**src/rtl/pipeline_stall_controller_if.sv**
```systemverilog
// Handshake bundle between the hazard/ALU/memory side and the stall controller.
// master: drives hazard, redirect, busywait and counter_clear; observes controls/counters.
// slave : the stall controller itself.
interface pipeline_stall_controller_if #(parameter int CNT_W = 16);
    logic             bubble_enable;
    logic             branch_taken;
    logic             imem_busywait;
    logic             dmem_busywait;
    logic             counter_clear;
    logic             pc_write_en;
    logic             if_id_write_en;
    logic             if_id_flush;
    logic             id_ex_bubble;
    logic             id_ex_flush;
    logic             ex_mem_write_en;
    logic             mem_wb_write_en;
    logic [CNT_W-1:0] stall_cycles;
    logic [CNT_W-1:0] bubble_count;
    logic [CNT_W-1:0] flush_count;

    modport master (
        output bubble_enable, branch_taken, imem_busywait, dmem_busywait, counter_clear,
        input  pc_write_en, if_id_write_en, if_id_flush, id_ex_bubble, id_ex_flush,
               ex_mem_write_en, mem_wb_write_en, stall_cycles, bubble_count, flush_count
    );

    modport slave (
        input  bubble_enable, branch_taken, imem_busywait, dmem_busywait, counter_clear,
        output pc_write_en, if_id_write_en, if_id_flush, id_ex_bubble, id_ex_flush,
               ex_mem_write_en, mem_wb_write_en, stall_cycles, bubble_count, flush_count
    );
endinterface

```
**src/rtl/pipeline_stall_controller.sv**
```systemverilog
// Pipeline stall controller for a 5-stage RISC-V pipeline.
// Turns load-use bubble requests, ALU redirects and memory busywaits into per-stage
// write-enable / bubble / flush controls (combinational, same-cycle) and keeps
// saturating stall/bubble/flush counters.
// Ports: clk, reset (async, active high), bus (slave modport): inputs bubble_enable,
// branch_taken, imem_busywait, dmem_busywait, counter_clear; outputs the five
// stage controls plus stall_cycles, bubble_count, flush_count.
module pipeline_stall_controller #(
    parameter int CNT_W = 16
) (
    input  logic clk,
    input  logic reset,
    pipeline_stall_controller_if.slave bus
);

    typedef enum logic [1:0] {RUN, FREEZE, BUBBLE_GUARD, FLUSH_GUARD} state_t;

    state_t     state, state_n;
    logic       pending_bubble, pending_n;
    logic       pc_we, ifid_we, ifid_fl, idex_bub, idex_fl, exmem_we, memwb_we;
    logic       inc_bubble, inc_flush;
    logic       guard;
    logic [CNT_W-1:0] stall_q, bubble_q, flush_q;

    function automatic logic [CNT_W-1:0] sat_inc(input logic [CNT_W-1:0] v, input logic en);
        return (en && (v != '1)) ? v + 1'b1 : v;
    endfunction

    always_ff @(posedge clk or posedge reset) begin
        if (reset) begin
            state          <= RUN;
            pending_bubble <= 1'b0;
        end else begin
            state          <= state_n;
            pending_bubble <= pending_n;
        end
    end

    // The hazard unit's level is stale for one cycle after a bubble or flush.
    assign guard = (state == BUBBLE_GUARD) || (state == FLUSH_GUARD);

    always_comb begin
        pc_we      = 1'b1;
        ifid_we    = 1'b1;
        ifid_fl    = 1'b0;
        idex_bub   = 1'b0;
        idex_fl    = 1'b0;
        exmem_we   = 1'b1;
        memwb_we   = 1'b1;
        state_n    = RUN;
        pending_n  = pending_bubble;
        inc_bubble = 1'b0;
        inc_flush  = 1'b0;
        if (!reset) begin
            if (bus.dmem_busywait) begin
                // Whole pipe frozen; a bubble seen now is remembered and fires on exit.
                pc_we     = 1'b0;
                ifid_we   = 1'b0;
                exmem_we  = 1'b0;
                memwb_we  = 1'b0;
                pending_n = pending_bubble | (bus.bubble_enable & ~guard);
                state_n   = FREEZE;
            end else if (bus.branch_taken) begin
                ifid_fl   = 1'b1;
                idex_fl   = 1'b1;
                pending_n = 1'b0;
                inc_flush = 1'b1;
                state_n   = FLUSH_GUARD;
            end else if (!guard && (bus.bubble_enable || pending_bubble)) begin
                pc_we      = 1'b0;
                ifid_we    = 1'b0;
                idex_bub   = 1'b1;
                pending_n  = 1'b0;
                inc_bubble = 1'b1;
                state_n    = BUBBLE_GUARD;
            end else if (bus.imem_busywait) begin
                pc_we   = 1'b0;
                ifid_fl = 1'b1;
            end
        end
    end

    always_ff @(posedge clk or posedge reset) begin
        if (reset) begin
            stall_q  <= '0;
            bubble_q <= '0;
            flush_q  <= '0;
        end else if (bus.counter_clear) begin
            stall_q  <= '0;
            bubble_q <= '0;
            flush_q  <= '0;
        end else begin
            stall_q  <= sat_inc(stall_q, ~pc_we);
            bubble_q <= sat_inc(bubble_q, inc_bubble);
            flush_q  <= sat_inc(flush_q, inc_flush);
        end
    end

    assign bus.pc_write_en     = pc_we;
    assign bus.if_id_write_en  = ifid_we;
    assign bus.if_id_flush     = ifid_fl;
    assign bus.id_ex_bubble    = idex_bub;
    assign bus.id_ex_flush     = idex_fl;
    assign bus.ex_mem_write_en = exmem_we;
    assign bus.mem_wb_write_en = memwb_we;
    assign bus.stall_cycles    = stall_q;
    assign bus.bubble_count    = bubble_q;
    assign bus.flush_count     = flush_q;

endmodule

```
**src/flat_wrapper.sv**
```systemverilog
// flat-port wrapper written by rule: the top's interface ports become plain ports
module pipeline_stall_controller_flat 
#(
    parameter int CNT_W = 16
)
  (clk, reset, bus_bubble_enable, bus_branch_taken, bus_imem_busywait, bus_dmem_busywait, bus_counter_clear, bus_pc_write_en, bus_if_id_write_en, bus_if_id_flush, bus_id_ex_bubble, bus_id_ex_flush, bus_ex_mem_write_en, bus_mem_wb_write_en, bus_stall_cycles, bus_bubble_count, bus_flush_count);
  pipeline_stall_controller_if #(.CNT_W(CNT_W)) bus_i ();
  input  logic clk;
  input  logic reset;
  input wire logic [$bits(bus_i.bubble_enable)-1:0] bus_bubble_enable;
  input wire logic [$bits(bus_i.branch_taken)-1:0] bus_branch_taken;
  input wire logic [$bits(bus_i.imem_busywait)-1:0] bus_imem_busywait;
  input wire logic [$bits(bus_i.dmem_busywait)-1:0] bus_dmem_busywait;
  input wire logic [$bits(bus_i.counter_clear)-1:0] bus_counter_clear;
  output wire logic [$bits(bus_i.pc_write_en)-1:0] bus_pc_write_en;
  output wire logic [$bits(bus_i.if_id_write_en)-1:0] bus_if_id_write_en;
  output wire logic [$bits(bus_i.if_id_flush)-1:0] bus_if_id_flush;
  output wire logic [$bits(bus_i.id_ex_bubble)-1:0] bus_id_ex_bubble;
  output wire logic [$bits(bus_i.id_ex_flush)-1:0] bus_id_ex_flush;
  output wire logic [$bits(bus_i.ex_mem_write_en)-1:0] bus_ex_mem_write_en;
  output wire logic [$bits(bus_i.mem_wb_write_en)-1:0] bus_mem_wb_write_en;
  output wire logic [$bits(bus_i.stall_cycles)-1:0] bus_stall_cycles;
  output wire logic [$bits(bus_i.bubble_count)-1:0] bus_bubble_count;
  output wire logic [$bits(bus_i.flush_count)-1:0] bus_flush_count;
  assign bus_i.bubble_enable = bus_bubble_enable;
  assign bus_i.branch_taken = bus_branch_taken;
  assign bus_i.imem_busywait = bus_imem_busywait;
  assign bus_i.dmem_busywait = bus_dmem_busywait;
  assign bus_i.counter_clear = bus_counter_clear;
  assign bus_pc_write_en = bus_i.pc_write_en;
  assign bus_if_id_write_en = bus_i.if_id_write_en;
  assign bus_if_id_flush = bus_i.if_id_flush;
  assign bus_id_ex_bubble = bus_i.id_ex_bubble;
  assign bus_id_ex_flush = bus_i.id_ex_flush;
  assign bus_ex_mem_write_en = bus_i.ex_mem_write_en;
  assign bus_mem_wb_write_en = bus_i.mem_wb_write_en;
  assign bus_stall_cycles = bus_i.stall_cycles;
  assign bus_bubble_count = bus_i.bubble_count;
  assign bus_flush_count = bus_i.flush_count;
  pipeline_stall_controller #(.CNT_W(CNT_W)) u_core (.clk(clk), .reset(reset), .bus(bus_i));
endmodule
```
**config.mk**
```make
export PLATFORM = sky130hd
export DESIGN_NAME = pipeline_stall_controller_flat
export DESIGN_NICKNAME = d
export VERILOG_FILES = /design/src/rtl/pipeline_stall_controller_if.sv /design/src/rtl/pipeline_stall_controller.sv /design/src/flat_wrapper.sv
export SDC_FILE = /design/constraint.sdc
export NUM_CORES = 1
export LEC_CHECK = 0
export BUFFER_PORTS_ARGS = -buffer_cell sky130_fd_sc_hd__buf_4
export CAP_MARGIN = 20
export CORE_MARGIN = 1.5
export CORE_UTILIZATION = 55
export DETAILED_ROUTE_END_ITERATION = 10
export PLACE_DENSITY = 0.84
export SLEW_MARGIN = 20
export SYNTH_ARGS = -nofsm -noshare
export SYNTH_HDL_FRONTEND = slang
export SYNTH_SLANG_ARGS = --single-unit
```
**constraint.sdc**
```tcl
create_clock -name clk -period 2.9 [get_ports clk]
set_clock_uncertainty 0.15 [all_clocks]
set_input_delay 0.58 -clock clk [delete_from_list [all_inputs] [get_ports clk]]
set_output_delay 0.58 -clock clk [all_outputs]
set_load 0.02 [all_outputs]
```
=== Word level (Yosys, flattened, before mapping) ===
Cells that the tools add are included.

* Register bits: 51
* Bits of input ports: 7
* Logic and storage cells: 66
* Output and inout bits: 55

* Muxes and demuxes: 36
* Bitwise operators: 5
* Reductions and logical operators: 12
* Add/sub/neg operators: 3
* Equal/unequal tests: 5

{| class="wikitable"
|+ Operator list
! cell !! count
|-
| 2-to-1 mux 16 bit || 6
|-
| adder 16 x 1 -> 16 bit, second input constant || 3
|-
| inequality test 16 bit, second input constant || 3
|-
| 2-to-1 mux 1 bit || 26
|-
| 2-to-1 mux 2 bit || 4
|-
| nonzero test 2 bit || 3
|-
| equality test 2 bit, second input constant || 2
|-
| logical AND 1 bit || 4
|-
| inverter 1 bit || 3
|-
| nonzero test 3 bit || 1
|-
| logical OR 1 bit || 2
|-
| AND reduction 2 bit || 1
|-
| bitwise AND 1 bit || 1
|-
| zero test 1 bit || 1
|-
| bitwise OR 1 bit || 1
|}

=== Logic depth before layout (Yosys ltp) ===
Gate-level depths: netlist of run 1.

* Depth after elaboration: 12
* Gate-level depth with buffers: 7
* Mapped depth without buffers: 5

=== Worst setup path after synthesis of run 1 ===
No wires, ideal clock.

* Kind: input -> output
* Start: input reset
* End: output bus_mem_wb_write_en
* Data required time: 2.170 ns
* Cell stages on the path: 4
* Arrival time: 2.510 ns
* Buffers on the path: 2
* Setup slack: -0.340 ns
* Cell sequence: buf_6 > inv_1 > nand2_1 > buf_4

* Longest elaborated chain between the ends: 1

{| class="wikitable"
|+ Ends and longest elaborated chain
! item !! line !! source
|-
| from (decl) || flat_wrapper.sv:9 || <nowiki>input logic reset;</nowiki>
|-
| 2-to-1 mux 1 bit || - ||
|-
| to (decl) || flat_wrapper.sv:21 || <nowiki>output wire logic [$bits(bus_i.mem_wb_write_en)-1:0] bus_mem_wb_write_en;</nowiki>
|}

No other way between the ends.

=== Worst setup path after layout of run 1 ===
* Start: register u_core.state[1]
* End: output bus_pc_write_en

* Longest elaborated chain between the ends: 8
* Elaborated cells on any way between the ends: 9
* Classes of those cells: eq/ne (2); mux (4); reduce/logical (3)

{| class="wikitable"
|+ Ends and longest elaborated chain
! item !! line !! source
|-
| from (decl) || pipeline_stall_controller.sv:18 || <nowiki>state_t state, state_n;</nowiki>
|-
| from (signal assigned) || pipeline_stall_controller.sv:34 || <nowiki>state <= state_n;</nowiki>
|-
| equality test 2 bit || pipeline_stall_controller.sv:40 || <nowiki>assign guard = (state == BUBBLE_GUARD) || (state == FLUSH_GUARD);</nowiki>
|-
| logical OR 1 bit (*) || pipeline_stall_controller.sv:40 ||
|-
| zero test 1 bit (*) || pipeline_stall_controller.sv:69 || <nowiki>end else if (!guard && (bus.bubble_enable || pending_bubble)) begin</nowiki>
|-
| logical AND 1 bit (*) || pipeline_stall_controller.sv:69 ||
|-
| 2-to-1 mux 1 bit (*) || pipeline_stall_controller.sv:69 ||
|-
| 2-to-1 mux 1 bit (*) || pipeline_stall_controller.sv:63 || <nowiki>end else if (bus.branch_taken) begin</nowiki>
|-
| 2-to-1 mux 1 bit (*) || pipeline_stall_controller.sv:55 || <nowiki>if (bus.dmem_busywait) begin</nowiki>
|-
| 2-to-1 mux 1 bit (*) || pipeline_stall_controller.sv:54 || <nowiki>if (!reset) begin</nowiki>
|-
| to (decl) || flat_wrapper.sv:15 || <nowiki>output wire logic [$bits(bus_i.pc_write_en)-1:0] bus_pc_write_en;</nowiki>
|}

Mark *: on every way between the ends. The rest lies on a longest branch, timed or not.

==> results of run 1 <==
[final timing paths]
kind,end,startpoint,depth (start not counted)
max in group asynchronous,u_core.bus.stall_cycles[8],reset,3
min reg2reg,u_core.bus.flush_count[15],u_core.bus.flush_count[15],1
min,u_core.state[1],bus_dmem_busywait,2
max,bus_pc_write_en,u_core.state[1],5
max reg2reg,u_core.bus.bubble_count[12],u_core.bus.bubble_count[0],5
min in group asynchronous,u_core.bus.stall_cycles[10],reset,3
[where the power goes]
part | leakage, nW | total [mW] | internal [mW] | switching (mW)
registers | 0.694 | 0.710 | 0.703 | 0.00663
clock network | 0.0579 | 0.503 | 0.254 | 0.248
logic | 0.731 | 0.112 | 0.0368 | 0.0752
total | 1.48 | 1.32 | 0.994 | 0.330
[placed cells by master (no fill, tap or decap), types with 4 or more instances in the layout]
cell type   n
or4_1      19
inv_1      10
mux2_2     13
clkbuf_8    5
buf_4      68
nor2b_1    12
nor4_1     13
nand4_1    14
nor3_1     12
a31oi_1     4
a21oi_1    28
nand2_1    23
nand3_1    18
and3_1      5
or3_1       9
nor2_1     24
dfrtp_1    50
o31ai_1    17
o21ai_0    12
[sequential cells by signal (all words and copies together), names as in the netlist]
signal                   flops
u_core.bus.bubble_count     16
u_core.pending_bubble        1
u_core.bus.flush_count      16
u_core.bus.stall_cycles     16
u_core.state                 1
[worst max-delay path, cell delays in order (launching register included)]
cell and delay [ps]:
dfrtp_1 390, o21bai_1 240, a221oi_2 340, clkinv_1 100, buf_4 200, buf_4 170
[cell type report]
cell class	count	area, um^2	area share, %
clock buffers	5	68.82	1.904
clock inverters	3	40.04	1.108
inverters	12	48.80	1.350
multi-input cells	255	1607	44.46
flip-flops and latches	50	1251	34.63
well taps	70	87.58	2.424
repair buffers	68	510.5	14.13
[cell families after synthesis]
family	count (synthesis)	share of synthesized area (%)
multiplexers	14	5.261
buffers and inverters	27	3.872
adder cells (fa/ha/maj)	3	1.263
AND/OR/NAND/NOR	162	30.93
flip-flops	50	42.09
AO/OA/AOI/OAI	76	16.58
[metrics by stage]
stage	cells	setup slack, ps	hold WS [ps]
floorplan	332	90.96	335.5
global placement	455	191.9	356.8
detailed placement	455	146.7	369.9
CTS	463	405.0	347.8
global route	463	241.2	355.8
finish	463	413.1	356.6
[layer usage]
layer	part of all wire (%)	vias up	GRT usage (%)	routed length, um
li1	-	1398	-	-
met1	42	1415	33.44	3016
met2	50	114	43.04	3606
met3	6.2	14	4.551	445
met4	1.6	0	7.963	114
met5	0	-	0	0
==> out/metrics.csv, run 1 <==
stage,metric,value,unit
synth,synth cell count leaders,"50 x dfrtp_1, 28 x a21oi_1, 24 x nor2_1, 23 x nand2_1, 19 x or4_1",
clocking,Root Driver,clkbuf_8,
layout,area grow syn2layout,21.55,%
clocking,# hold bufs at CTS,0,
sta,Final Cycle Share,85.75,%
clocking,cts bufs inserted,5,
power,"Power, Total",1.325,mW
run_status,status,completed,
power,Max VDD drop,0.2013,mV
sta,Slew @ Worst Pin,638.1,ps
detailed_routing,post-detailed-routing wire length,7.182,mm
critical_path,Reg2Reg Setup Slack,560,ps
power,power per cell area,366.6,mW/mm^2
clocking,H-Tree Depth,2,
critical_path,Setup CP Type,flop to primary output,
synth,synth top area cells,"dfrtp_1 42%, mux2_2 4.9%, or4_1 4.8%",
clocking,CTS max path bufs,2,
clocking,Post-CTS Setup Inserts,0,
synth,Mapped Nets,342,
clocking,Worst-Skew Late Latency,320,ps
place,hpwl dp,4.906,mm
place,port bufs,61,
layout,post-layout util,69.86,%
sta,final hold violations,0,
floorplanning,Rows,26,
synth,"FFs w/ async S/R, synth",100.0,%
detailed_routing,remaining antenna violation count,0,
detailed_routing,WL/cell,15.51,um
clocking,Post-CTS Resized,0,
floorplanning,die area,0.005855,mm^2
global_routing,antenna violations before repair,0,
synth,#FFs+latches synth,50,
synth,synthesized area per cell,8.954,um^2
global_routing,first-pass GRT wire length,12.37,mm
floorplanning,initial core utilization,57.47,%
synth,synthesized area,0.002973,mm^2
detailed_routing,Detailed Route Iter0 Violations,184,
critical_path,critical-path maximum fanout,18,
place,routability cong.,0.8803,
synth,Post-synth EDFFs,0,
global_routing,vias in the first global route,2681,
sta,Final min period,2487,ps
global_routing,"Remaining Overflow, GRT",0,
layout,final instance area,0.003613,mm^2
detailed_routing,First-pass DRT Iterations,5,
sta,Peak Freq,402.1,MHz
layout,fillers,423,
clocking,CTS Sinks,50,
floorplanning,I/O Pins,62,
synth,"count leader, synth",dfrtp_1,
sta,final setup fails,0,
critical_path,Worst EP required,2170,ps
layout,layout cells sized above 1,24.94,%
clocking,CTS clock-pin slew for the worst setup and hold paths,90,ps
floorplanning,core area,0.005172,mm^2
sta,RSZ-0062 raised after global routing,no,
critical_path,Critical Path Source Type,flop,
critical_path,Setup crit end kind,primary output,
synth,distinct cell type count of the synthesized netlist,45,
sta,TNS Setup,0,ps
synth,sequential fraction of the synthesis area,42.09,%
synth,Synth Instances,332,
synth,leading area contributor after synthesis,dfrtp_1,
critical_path,"Arr. time, crit path",1760,ps
layout,nets,402,
flow_run,Max Cap Violations,0,
detailed_routing,Remaining DRCs,0,
layout,n_diodes,0,
synth,"Warnings, synthesis",0,
floorplanning,Die W,76.52,um
power,static leakage,1.483,nW
global_routing,total track usage,25.55,%
floorplanning,die height,76.52,um
sta,count of final max-slew check failures,0,
synth,ys flop type,dfrtp_1,
detailed_routing,DR vias,2941,
sta,Worst slew margin,57.46,%
place,cell area after placement,0.003505,mm^2
clocking,CTS tree,yes,
detailed_routing,vias per inst,6.352,
synth,top cell type's share of synthesized area,42.09,%
global_routing,largest net degree at the start of global routing,60,
hold_path,worst min path class,input port to flop,
(Power assumes the default switching activity.)
==> inputs of run 2 (changes only) <==
Settings changed: PLACE_DENSITY 0.84 to 0.8.
==> run 2 against run 1 <==
  * Setup slack worse by 24 ps
  * Largest cell class unchanged
  * First-iteration DRC count down 9.2%
  * Die area unchanged
  * Wire length down 0.67%
  * Core utilization down 0.27 points
  * Highest routed layer unchanged
  * Sequential cell count unchanged
  * Combinational power about the same
  * Critical path type unchanged
  * Register-to-register slack worse by 30 ps
==> out/metrics.csv, run 2 (synthesis gave the netlist of run 1 again) <==
stage,metric,value,unit,change
global_routing,largest net degree at the start of global routing,60,,unchanged
sta,Slew @ Worst Pin,689.2,ps,+51.09 ps
power,Max VDD drop,0.1962,mV,-2.6%
detailed_routing,post-detailed-routing wire length,7.134,mm,-0.67%
run_status,status,completed,,
sta,RSZ-0062 raised after global routing,no,,
place,routability cong.,0.8217,,-6.7%
critical_path,crit path max-delay cell type,dfrtp_1,,
clocking,Root Driver,clkbuf_8,,
critical_path,Critical Path Source Type,flop,,
detailed_routing,WL/cell,15.41,um,-0.67%
clocking,CTS Sinks,50,,unchanged
sta,Worst slew margin,53.63,%,-3.8 points
global_routing,vias in the first global route,2707,,+0.97%
critical_path,Worst EP required,2170,ps,about the same
global_routing,"Remaining Overflow, GRT",0,,unchanged
critical_path,CP cell instances,o21bai_1 -> a221oi_2 -> clkinv_1 -> buf_4 -> buf_4,,
sta,final hold violations,0,,unchanged
critical_path,Setup CP Type,flop to primary output,,
layout,most frequent cells in the layout,"68 x buf_4, 50 x dfrtp_1, 28 x a21oi_1",,
detailed_routing,DR vias,2879,,-2.1%
critical_path,Buf/Inv on CP,3,,unchanged
clocking,# hold bufs at CTS,0,,unchanged
critical_path,"CP delay by family, top",compound AO/OA/AOI/OAI gates,,
layout,post-layout util,69.59,%,-0.27 points
layout,layout cells sized above 1,24.94,%,unchanged
sta,Final min period,2511,ps,+24.06 ps
global_routing,total track usage,25.60,%,+0.046 points
detailed_routing,remaining antenna violation count,0,,unchanged
sta,Peak Freq,398.3,MHz,-0.96%
place,port bufs,61,,unchanged
floorplanning,die height,76.52,um,unchanged
floorplanning,initial core utilization,57.47,%,unchanged
layout,"commonest non-fill, non-tap cell in the layout",buf_4,,
detailed_routing,Remaining DRCs,0,,unchanged
floorplanning,Die W,76.52,um,unchanged
clocking,H-Tree Depth,2,,unchanged
floorplanning,I/O Pins,62,,unchanged
sta,count of final max-slew check failures,0,,unchanged
hold_path,hold wc startpoint,bus_dmem_busywait,,
layout,nets,402,,unchanged
critical_path,critical-path maximum fanout,18,,unchanged
global_routing,antenna violations before repair,0,,unchanged
clocking,cts bufs inserted,5,,unchanged
clocking,Worst-Skew Late Latency,310,ps,about the same
hold_path,worst min path class,input port to flop,,
power,static leakage,1.473,nW,-0.72%
clocking,CTS tree,yes,,
sta,TNS Setup,0,ps,unchanged
clocking,CTS clock-pin slew for the worst setup and hold paths,90,ps,about the same
layout,area grow syn2layout,21.09,%,
flow_run,Max Cap Violations,0,,unchanged
critical_path,Setup crit end kind,primary output,,
layout,n_diodes,0,,unchanged
critical_path,CP most frequent cell,buf_4,,
power,power per cell area,348.3,mW/mm^2,-5.0%
floorplanning,Rows,26,,unchanged
clocking,CTS max path bufs,2,,unchanged
critical_path,Worst path max stage delay,400,ps,about the same
place,hpwl dp,4.997,mm,+1.9%
floorplanning,die area,0.005855,mm^2,unchanged
sta,Final Cycle Share,86.58,%,+0.83 points
clocking,Post-CTS Setup Inserts,0,,unchanged
detailed_routing,First-pass DRT Iterations,6,,+1
global_routing,first-pass GRT wire length,12.43,mm,+0.44%
floorplanning,core area,0.005172,mm^2,unchanged
clocking,Post-CTS Resized,0,,unchanged
sta,final setup fails,0,,unchanged
critical_path,R2R Path Start,u_core.bus.bubble_count[0],,
detailed_routing,vias per inst,6.218,,-2.1%
detailed_routing,Detailed Route Iter0 Violations,167,,-9.2%
critical_path,crit path from,u_core.state[1],,
critical_path,"Arr. time, crit path",1780,ps,+20 ps
[run 2: cell types whose count changed in the layout (fill, tap and decap cells not counted), sizes merged]
cell      before  now
clkinvlp       1    2
bufinv         1    0
clkinv         3    2
clkbuf         5    6
[run 2: path summary, 6_finish.rpt]
check / to / slack (ps) / cells after the start
min in group asynchronous: u_core.bus.stall_cycles[10] / 370 / 3
min: u_core.state[1] / 350 / 2
max in group asynchronous: u_core.bus.bubble_count[9] / 1790 / 3
max reg2reg: u_core.bus.bubble_count[12] / 530 / 5
min reg2reg: u_core.bus.flush_count[15] / 370 / 1
max: bus_pc_write_en / 390 / 5
[run 2: metrics by stage]
step           worst slack [ps]  cells  total power [mW]  area, um^2  hold slack (ps)
2_1_floorplan             90.96    332            0.7969        2977            335.5
3_3_place_gp              190.5    455            0.8336        3505            352.5
3_5_place_dp              126.4    455            0.8356        3505            356.2
4_1_cts                   391.0    463             1.265        3600            339.2
5_1_grt                   280.7    463             1.310        3600            369.5
6_report                  389.1    463             1.254        3600            348.7
[run 2: layout make-up]
cell class,count,area (um^2)
inverter,12,48.80
sequential,50,1251
tap,70,87.58
fill,409,1573
multi-input combinational,255,1607
clock buffer,6,82.58
clock inverter,2,12.51
timing repair buffer,68,510.5
[run 2: power breakdown]
part | total (mW) | internal, mW | switching (mW) | leakage [nW]
logic | 0.110 | 0.0366 | 0.0737 | 0.731
clock network | 0.433 | 0.192 | 0.241 | 0.0472
registers | 0.710 | 0.703 | 0.00695 | 0.694
total | 1.25 | 0.932 | 0.322 | 1.47
[run 2: per-layer routing]
metal | global-route usage [%] | routed length (um) | part of all wire, % | up-vias
met5 | 0 | 0 | 0 | -
met4 | 7.037 | 85 | 1.2 | 0
met3 | 3.832 | 374 | 5.2 | 14
met2 | 43.04 | 3489 | 49 | 109
met1 | 34.50 | 3184 | 45 | 1363
li1 | - | - | - | 1393
==> inputs of run 3 (changes only) <==
Settings changed: CORE_UTILIZATION 55 to 59, PLACE_DENSITY 0.8 to 0.85.
Clock period 2.9 ns to 3.2 ns, I/O delays scaled along.
==> run 3 against run 2 <==
  * Critical path type unchanged
  * Non-clock buffer count unchanged
  * Wire length down 3.5%
  * Design area down 0.63%
  * Die area down 6.5%
  * First-iteration DRC count up 29%
  * Worst hold slack better by 31 ps
==> out/metrics.csv, run 3 (synthesis gave the netlist of run 1 again) <==
stage,metric,value,unit,change
clocking,CTS max path bufs,2,,unchanged
power,static leakage,1.463,nW,-0.66%
layout,FF+latch area,0.001251,mm^2,unchanged
detailed_routing,Detailed Route Iter0 Violations,215,,+29%
critical_path,CP cell instances,o21bai_1 -> a221oi_2 -> clkinv_1 -> buf_4 -> buf_4,,
layout,Finished Layout Cells,459,,-0.86%
sta,Final Cycle Share,81.47,%,
sta,Peak Freq,383.6,MHz,
floorplanning,die height,73.99,um,-3.3%
place,routability cong.,0.8426,,+2.5%
floorplanning,Die W,73.99,um,-3.3%
clocking,CTS tree,yes,,
layout,most frequent cells in the layout,"68 x buf_4, 50 x dfrtp_1, 28 x a21oi_1",,
detailed_routing,Metal-1 WL,3.107,mm,-2.4%
critical_path,Worst EP required,2410,ps,+240 ps
global_routing,largest net degree at the start of global routing,60,,unchanged
clocking,# hold bufs at CTS,0,,unchanged
critical_path,Setup CP Type,flop to primary output,,
clocking,CTS Sinks,50,,unchanged
power,Max VDD drop,0.2302,mV,+17%
global_routing,first-pass GRT wire length,11.10,mm,-11%
critical_path,"Arr. time, crit path",1820,ps,+40 ps
power,power per cell area,306.6,mW/mm^2,-12%
clocking,CTS clock-pin slew for the worst setup and hold paths,90,ps,about the same
critical_path,Buf/Inv on CP,3,,unchanged
clocking,Root Driver,clkbuf_8,,
clocking,Worst-Skew Late Latency,300,ps,about the same
detailed_routing,remaining antenna violation count,0,,unchanged
place,hpwl dp,4.792,mm,-4.1%
global_routing,total track usage,25.99,%,+0.39 points
clocking,Post-CTS Setup Inserts,0,,unchanged
layout,nets,402,,unchanged
layout,n_diodes,0,,unchanged
critical_path,Worst path max stage delay,400,ps,about the same
global_routing,"Remaining Overflow, GRT",0,,unchanged
floorplanning,I/O Pins,62,,unchanged
global_routing,vias in the first global route,2457,,-9.2%
clocking,cts bufs inserted,5,,unchanged
floorplanning,die area,0.005474,mm^2,-6.5%
flow_run,Max Cap Violations,0,,unchanged
place,Post-Place Setup Slack,389.3,ps,+262.9 ps
layout,multi-input logic area,0.001607,mm^2,unchanged
run_status,status,completed,,
critical_path,CP most frequent cell,buf_4,,
sta,TNS Setup,0,ps,unchanged
critical_path,Critical Path Source Type,flop,,
clocking,H-Tree Depth,2,,unchanged
floorplanning,core area,0.004786,mm^2,-7.5%
sta,count of final max-slew check failures,0,,unchanged
critical_path,critical-path maximum fanout,13,,-5
clocking,Post-CTS Resized,0,,unchanged
detailed_routing,WL/cell,14.99,um,-2.7%
critical_path,crit path max-delay cell type,dfrtp_1,,
place,Placed Instances,452,,-0.66%
layout,area grow syn2layout,20.33,%,
detailed_routing,Remaining DRCs,0,,unchanged
floorplanning,initial core utilization,62.12,%,+4.6 points
sta,RSZ-0062 raised after global routing,no,,
layout,layout cells sized above 1,24.23,%,-0.70 points
sta,final setup fails,0,,unchanged
detailed_routing,Max Used Layer,met4,,
detailed_routing,DR vias,2858,,-0.73%
layout,"commonest non-fill, non-tap cell in the layout",buf_4,,
detailed_routing,routed wl met3,334,um,-11%
detailed_routing,vias per inst,6.227,,+0.14%
detailed_routing,First-pass DRT Iterations,5,,-1
detailed_routing,post-detailed-routing wire length,6.881,mm,-3.5%
sta,final hold violations,0,,unchanged
global_routing,antenna violations before repair,0,,unchanged
floorplanning,Rows,25,,-3.8%
sta,Final min period,2607,ps,
detailed_routing,met2 WL,3.358,mm,-3.8%
sta,Slew @ Worst Pin,821.3,ps,+132.1 ps
hold_path,worst min path class,flop to flop,,
sta,PnR worst setup slack,592.8,ps,+203.8 ps
layout,fillers,401,,-2.0%
place,port bufs,61,,unchanged
critical_path,Setup crit end kind,primary output,,
sta,Worst slew margin,44.79,%,-8.8 points
critical_path,"CP delay by family, top",compound AO/OA/AOI/OAI gates,,
-- run 3: changes by cell type in the layout (fill, tap and decap cells not counted), sizes merged --
cell,delta
clkbuf,+1
clkinvlp,-1
clkinv,-1
-- run 3: where the power goes --
| part | total (mW) | internal (mW) | switching [mW] |
|---|---|---|---|
| Combinational | 0.102 | 0.0345 | 0.0680 |
| Sequential | 0.643 | 0.637 | 0.00621 |
| Clock | 0.351 | 0.151 | 0.200 |
-- run 3: final timing paths --
kind	end	startpoint	cells past startpoint	slack, ps
max reg2reg	u_core.bus.bubble_count[12]	u_core.bus.bubble_count[0]	5	850
max in group asynchronous	u_core.bus.flush_count[3]	reset	3	2020
min in group asynchronous	u_core.state[1]	reset	3	450
min	u_core.bus.flush_count[15]	u_core.bus.flush_count[15]	1	380
max	bus_pc_write_en	u_core.state[1]	5	590
min reg2reg	u_core.bus.flush_count[15]	u_core.bus.flush_count[15]	1	380
-- run 3: stage by stage --
step           hold WS [ps]  instance area [um^2]  power [mW]  util [%]
6_report              379.2                  3577       1.097     74.75
5_1_grt               389.5                  3577       1.139     74.75
4_1_cts               378.5                  3577       1.104     74.75
3_5_place_dp          370.1                  3501      0.7590     73.15
3_3_place_gp          353.1                  3501      0.7559     73.15
2_1_floorplan         335.5                  2977      0.7222         -
-- run 3: area by class of cell --
class                      count  share of cell area, %
timing repair buffer          68                  14.27
tap                           67                  2.343
multi-input combinational    255                  44.91
inverter                      12                  1.364
sequential                    50                  34.98
clock buffer                   7                  2.134
-- run 3: routing by layer --
metal,up-vias,GRT usage (%)
li1,1395,-
met4,0,7.613
met1,1377,34.54
met3,5,5.014
met2,81,43.35
met5,-,0
